`config.mk`:
```
export PLATFORM = sky130hd
export DESIGN_NAME = can_bit_stuffer_tx
export DESIGN_NICKNAME = d
export VERILOG_FILES = /design/src/rtl/can_bit_pkg.sv /design/src/rtl/can_bit_stuffer_tx.sv
export SDC_FILE = /design/constraint.sdc
export NUM_CORES = 1
export LEC_CHECK = 0
export CAP_MARGIN = 20
export CORE_AREA = 2 2 39 41
export DETAILED_ROUTE_END_ITERATION = 10
export DIE_AREA = 0 0 41 43
export PLACE_DENSITY = 0.63
export SLEW_MARGIN = 15
export SYNTH_ARGS = -nofsm -noshare
export SYNTH_HDL_FRONTEND = slang
export SYNTH_SLANG_ARGS = --single-unit
```
`constraint.sdc`:
```
create_clock -name clk -period 2 [get_ports clk]
set_input_delay 0.4 -clock clk [delete_from_list [all_inputs] [get_ports clk]]
set_output_delay 0.4 -clock clk [all_outputs]
set_load 0.01 [all_outputs]
```
`src/rtl/can_bit_pkg.sv`:
```
// Shared types and constants for the CAN transmit bit stuffer.
// Latency: n/a (types and constants only).
// Backpressure: n/a.
package can_bit_pkg;

    typedef enum logic [1:0] {
        PASS,
        COUNT,
        INSERT
    } stuff_tx_state_t;

    localparam logic DOMINANT              = 1'b0;
    localparam logic RECESSIVE             = 1'b1;
    localparam int   CAN_STUFF_LEN_DEFAULT = 5;

endpackage : can_bit_pkg

```
`src/rtl/can_bit_stuffer_tx.sv`:
```
// Transmit-side CAN bit stuffer: inserts a complement bit after STUFF_LEN equal bits in the stuff area.
// Latency: TX updates on the clk edge where TP is sampled high (1 clk after TP is presented).
// Backpressure: TX_READY drops on the TP that emits a stuff bit; missing data at TP forces recessive and pulses UNDERRUN.
//
// Ports:
//   clk, reset_n        clock, asynchronous active-low reset
//   TP                  transmit-point strobe, one pulse per CAN bit time
//   F_STF               0 = stuffing active, 1 = no stuffing (sampled at TP only)
//   TX_DATA/TX_VALID    unstuffed bit from the frame builder
//   TX_READY            combinational; transfer = TP & TX_VALID & TX_READY
//   TX                  bus bit, 1 = recessive
//   STUFF_BIT           high while TX carries an inserted stuff bit
//   UNDERRUN            one-clk pulse when TP finds no valid bit
//   RX, BIT_ERR         only with CAN_STUFF_READBACK_EN defined: bus readback compare
module can_bit_stuffer_tx
    import can_bit_pkg::*;
#(
    parameter int STUFF_LEN = CAN_STUFF_LEN_DEFAULT
) (
    input  logic clk,
    input  logic reset_n,
    input  logic TP,
    input  logic F_STF,
    input  logic TX_DATA,
    input  logic TX_VALID,
    output logic TX_READY,
    output logic TX,
    output logic STUFF_BIT,
    output logic UNDERRUN
`ifdef CAN_STUFF_READBACK_EN
    ,
    input  logic RX,
    output logic BIT_ERR
`endif
);

    localparam int CNT_W = $clog2(STUFF_LEN + 1);
    localparam logic [CNT_W-1:0] CNT_ONE  = CNT_W'(1);
    localparam logic [CNT_W-1:0] CNT_STUF = CNT_W'(STUFF_LEN);

    stuff_tx_state_t  state_q, state_d;
    logic [CNT_W-1:0] cnt_q, cnt_d;
    logic             last_q, last_d;
    logic             tx_q, tx_d;
    logic             stuff_q, stuff_d;
    logic             und_q, und_d;

    // Bit driven on a non-stuff TP: missing data is replaced by recessive.
    logic             send_bit;
    logic [CNT_W-1:0] run_len;

    assign send_bit = TX_VALID ? TX_DATA : RECESSIVE;
    // A change of level restarts the run; the sent bit is always its first member.
    assign run_len  = (send_bit != last_q) ? CNT_ONE : cnt_q + CNT_ONE;

    assign TX_READY  = TP & (state_q != INSERT);
    assign TX        = tx_q;
    assign STUFF_BIT = stuff_q;
    assign UNDERRUN  = und_q;

    always_comb begin
        state_d = state_q;
        cnt_d   = cnt_q;
        last_d  = last_q;
        tx_d    = tx_q;
        stuff_d = stuff_q;
        und_d   = 1'b0;
        if (TP) begin
            unique case (state_q)
                INSERT: begin
                    // A pending stuff bit goes out even if the stuff area just closed.
                    tx_d    = ~last_q;
                    stuff_d = 1'b1;
                    last_d  = ~last_q;
                    cnt_d   = CNT_ONE;
                    state_d = F_STF ? PASS : COUNT;
                end
                PASS: begin
                    tx_d    = send_bit;
                    stuff_d = 1'b0;
                    und_d   = ~TX_VALID;
                    last_d  = send_bit;
                    if (!F_STF) begin
                        state_d = COUNT;
                        cnt_d   = CNT_ONE;
                    end else begin
                        cnt_d   = '0;
                    end
                end
                COUNT: begin
                    tx_d    = send_bit;
                    stuff_d = 1'b0;
                    und_d   = ~TX_VALID;
                    last_d  = send_bit;
                    if (run_len == CNT_STUF) begin
                        state_d = INSERT;
                        cnt_d   = run_len;
                    end else if (F_STF) begin
                        state_d = PASS;
                        cnt_d   = '0;
                    end else begin
                        cnt_d   = run_len;
                    end
                end
                default: begin
                    state_d = PASS;
                    cnt_d   = '0;
                end
            endcase
        end
    end

    always_ff @(posedge clk or negedge reset_n) begin
        if (!reset_n) begin
            state_q <= PASS;
            cnt_q   <= '0;
            last_q  <= RECESSIVE;
            tx_q    <= RECESSIVE;
            stuff_q <= 1'b0;
            und_q   <= 1'b0;
        end else begin
            state_q <= state_d;
            cnt_q   <= cnt_d;
            last_q  <= last_d;
            tx_q    <= tx_d;
            stuff_q <= stuff_d;
            und_q   <= und_d;
        end
    end

`ifdef CAN_STUFF_READBACK_EN
    // RX at a TP reflects the bit driven since the previous TP (still in tx_q).
    // A recessive stuff bit overwritten by a dominant bus is not an error, and the
    // reset-value bit before the first TP was never really driven.
    logic seen_q;
    logic bit_err_q;

    always_ff @(posedge clk or negedge reset_n) begin
        if (!reset_n) begin
            seen_q    <= 1'b0;
            bit_err_q <= 1'b0;
        end else begin
            bit_err_q <= TP & seen_q & (RX != tx_q) & ~(stuff_q & tx_q & ~RX);
            if (TP) begin
                seen_q <= 1'b1;
            end
        end
    end

    assign BIT_ERR = bit_err_q;
`endif

endmodule : can_bit_stuffer_tx

```
==> results of run 1 <==
## what timing repair did
item | in CTS | in global routing
gates resized for setup | 0 | 1
setup endpoints to repair | 0 | 1
hold endpoints to repair | 0 | 0
## synth_stat cells
| cell type | count | share of area (%) |
|---|---|---|
| a22o_1 | 1 | 2.0 |
| a21oi_1 | 3 | 3.4 |
| dfrtp_1 | 7 | 40 |
| ha_1 | 1 | 2.8 |
| and2_1 | 1 | 1.4 |
| a32o_2 | 1 | 2.6 |
| nor2_1 | 2 | 1.7 |
| xnor2_2 | 1 | 3.7 |
| nand3_1 | 1 | 1.1 |
| inv_2 | 1 | 0.85 |
| xnor2_1 | 1 | 2.0 |
| a31oi_1 | 1 | 1.4 |
| o22ai_1 | 1 | 1.4 |
| nor2b_1 | 2 | 2.8 |
| o21bai_1 | 1 | 1.7 |
| nand2_1 | 5 | 4.3 |
| dfstp_2 | 1 | 6.0 |
| o32ai_1 | 2 | 4.0 |
| or3_1 | 1 | 1.4 |
| or4_1 | 1 | 1.7 |
| o21ai_1 | 2 | 2.3 |
| o21ai_0 | 2 | 2.3 |
| o31a_1 | 1 | 2.0 |
| and2b_1 | 1 | 1.7 |
| o221ai_1 | 1 | 2.0 |
| inv_1 | 3 | 2.6 |
| clkbuf_1 | 1 | 0.85 |
## how the worst max path moves through the flow
stage	end	slack [ps]	cells after the start
2_1_floorplan	cnt_q[2]	590	5
3_3_place_gp	TX_READY	90	3
3_5_place_dp	TX_READY	90	3
4_1_cts	TX_READY	70	4
5_1_grt	TX_READY	30	3
6_report	TX_READY	90	3
## worst max-delay path, cell delays in order
cell and delay, ps:
clkdlybuf4s50_1 470, and2_1 120, clkdlybuf4s50_1 520
## sequential cells by signal, summed over array words and instances, names as in the netlist
| name | cells |
|---|---|
| STUFF_BIT | 1 |
| TX | 1 |
| UNDERRUN | 1 |
| cnt_q | 3 |
| state_q | 2 |
## stage by stage
stage               worst slack (ps)  hold slack (ps)
CTS                             71.9              444
global route                    28.3              471
global placement                93.0              504
finish                          93.2              433
floorplan                        588              104
detailed placement              91.9              494
## per-layer routing
layer	GRT usage [%]	share of wire, %	vias up
met3	3.14	5.5	2
li1	-	-	197
met2	17.5	44	10
met5	0	0	-
met1	18.8	48	204
met4	10.0	2.0	0
## cells by family after synthesis
group,Yosys count,synth area share [%]
compound gates,16,25.1
simple gates,14,16.2
flops,8,45.9
buf+inv,5,4.27
xor+xnor,2,5.70
fa+ha+maj,1,2.85
## final cells by class
type                    instances  area [sq um]
repair buffers                 12           113
fillers                       147           788
multi-input cells              33           219
clock buffers                   4          26.3
inverters                       4          15.0
flip-flops and latches          8           203
well taps                      16          20.0
## report_power, final
group / switching [mW] / internal [mW]
Combinational: 0.0435 / 0.0476
Sequential: 0.0128 / 0.177
Clock: 0.0574 / 0.0765
Total: 0.114 / 0.301
==> impl_metrics.yaml, run 1 <==
final_layout:
  drive_gt1_share_pct: 18.0
  layout_common_cells: "clkdlybuf4s50_1, dfrtp_1, nand2_1"
  post-route-util_pct: 43.0
  syn_to_final_growth_pct: 35.6
  antenna_cells: 0
  final_cells: 77
  finish.instance_area_sq_um: 596
  layout_commonest_cell: "clkdlybuf4s50_1"
  fin_nets: 69
detailed_routing:
  wl_um: 972
  wire_per_inst_um: 12.6
  dr.pass1.iters: 2
  via_per_inst: 5.36
  ant_nets: 0
  num_vias: 413
  drtIter0Drc: 6
  route.detailed.drc: 0
global_routing:
  antenna_found_initial: 0
  grt_usage_pct: 13.5
  grt_max_degree: 13
  first_global_vias: 361
  grt_pass1_wl_mm: 1.55
  overflow: 0
floorplan:
  die_area_sq_mm: 0.00176
  ios: 10
  die_w_um: 41
  row_count: 14
  die_h_um: 43
  core_area_sq_mm: 0.00138
  floorplan.initialDensity_pct: 31.7
clocking:
  cts-htree-levels: 1
  cts_setup_buffers: 0
  cts_buffer_depth: 2
  cts_made_buffers: 3
  clkSlewWorstSetupHoldPaths_ps: 60
  clock_latency_ps: 250
  cts_hold_buf: 0
  clkSinkCount: 8
  cts_tree: "done"
  cts_root_buf: "clkbuf_4"
critical_path:
  r2r_end: "cnt_q[2]"
  worstPathArrival_ps: 1510
  worstReg2RegStart: "cnt_q[0]"
  endpoint_kind: "primary output"
  cp_max_fo: 2
  cp.required_ps: 1600
  r2r_slack_ps: 460
  startpoint: "TP"
  reg2reg_depth: 5
  crit_type: "in2out"
  start_kind: "primary input"
sta:
  rsz0062_at_grt: "false"
  slew_headroom_pct: 74.6
  post-route-min-period_ps: 1910
  tns_ps: 0
  clock.fmax_mhz: 524
  post-route-period-util_pct: 95.3
  slew_viol_final: 0
  fin_skew_ps: 0.253
  finalSetupViolations: 0
  final_hold_viol_count: 0
  worstMarginPinSlew_ps: 380
place:
  place_congestion: 0.866
  placed_cell_area_sq_um: 568
  place_hpwl_um: 712
  place_inst: 73
  port_buffers: 9
pwr:
  p_leak_nw: 0.252
  ir_drop_mv: 0.320
  power.density_mw_per_mm2: 696
  p_total_uw: 415
job:
  drv_cap: 0
hold_path:
  hold_path_class: "in2async"
logic_synthesis:
  ys_warn_count: 0
  synth_cells: 46
  syn_nets: 53
  syn_area_sq_um: 439
  syn_avg_cell_area_sq_um: 9.55
  ys_seq_area_share_pct: 45.9
  ys_seq_elements: 8
  synth_cell_type_count: 27
outcome:
  status: "complete, no violations"
Power figures use the tool's default switching activity.
==> run 2: changes to the inputs <==
--- a/config.mk
+++ b/config.mk
@@ -7,6 +7,7 @@
 export LEC_CHECK = 0
 export CAP_MARGIN = 20
 export CORE_AREA = 2 2 39 41
+export CTS_CLUSTER_DIAMETER = 100
 export DETAILED_ROUTE_END_ITERATION = 10
 export DIE_AREA = 0 0 41 43
 export PLACE_DENSITY = 0.63
==> results of run 2 <==
Final layout, timing and power as in run 1 (identical DEF).
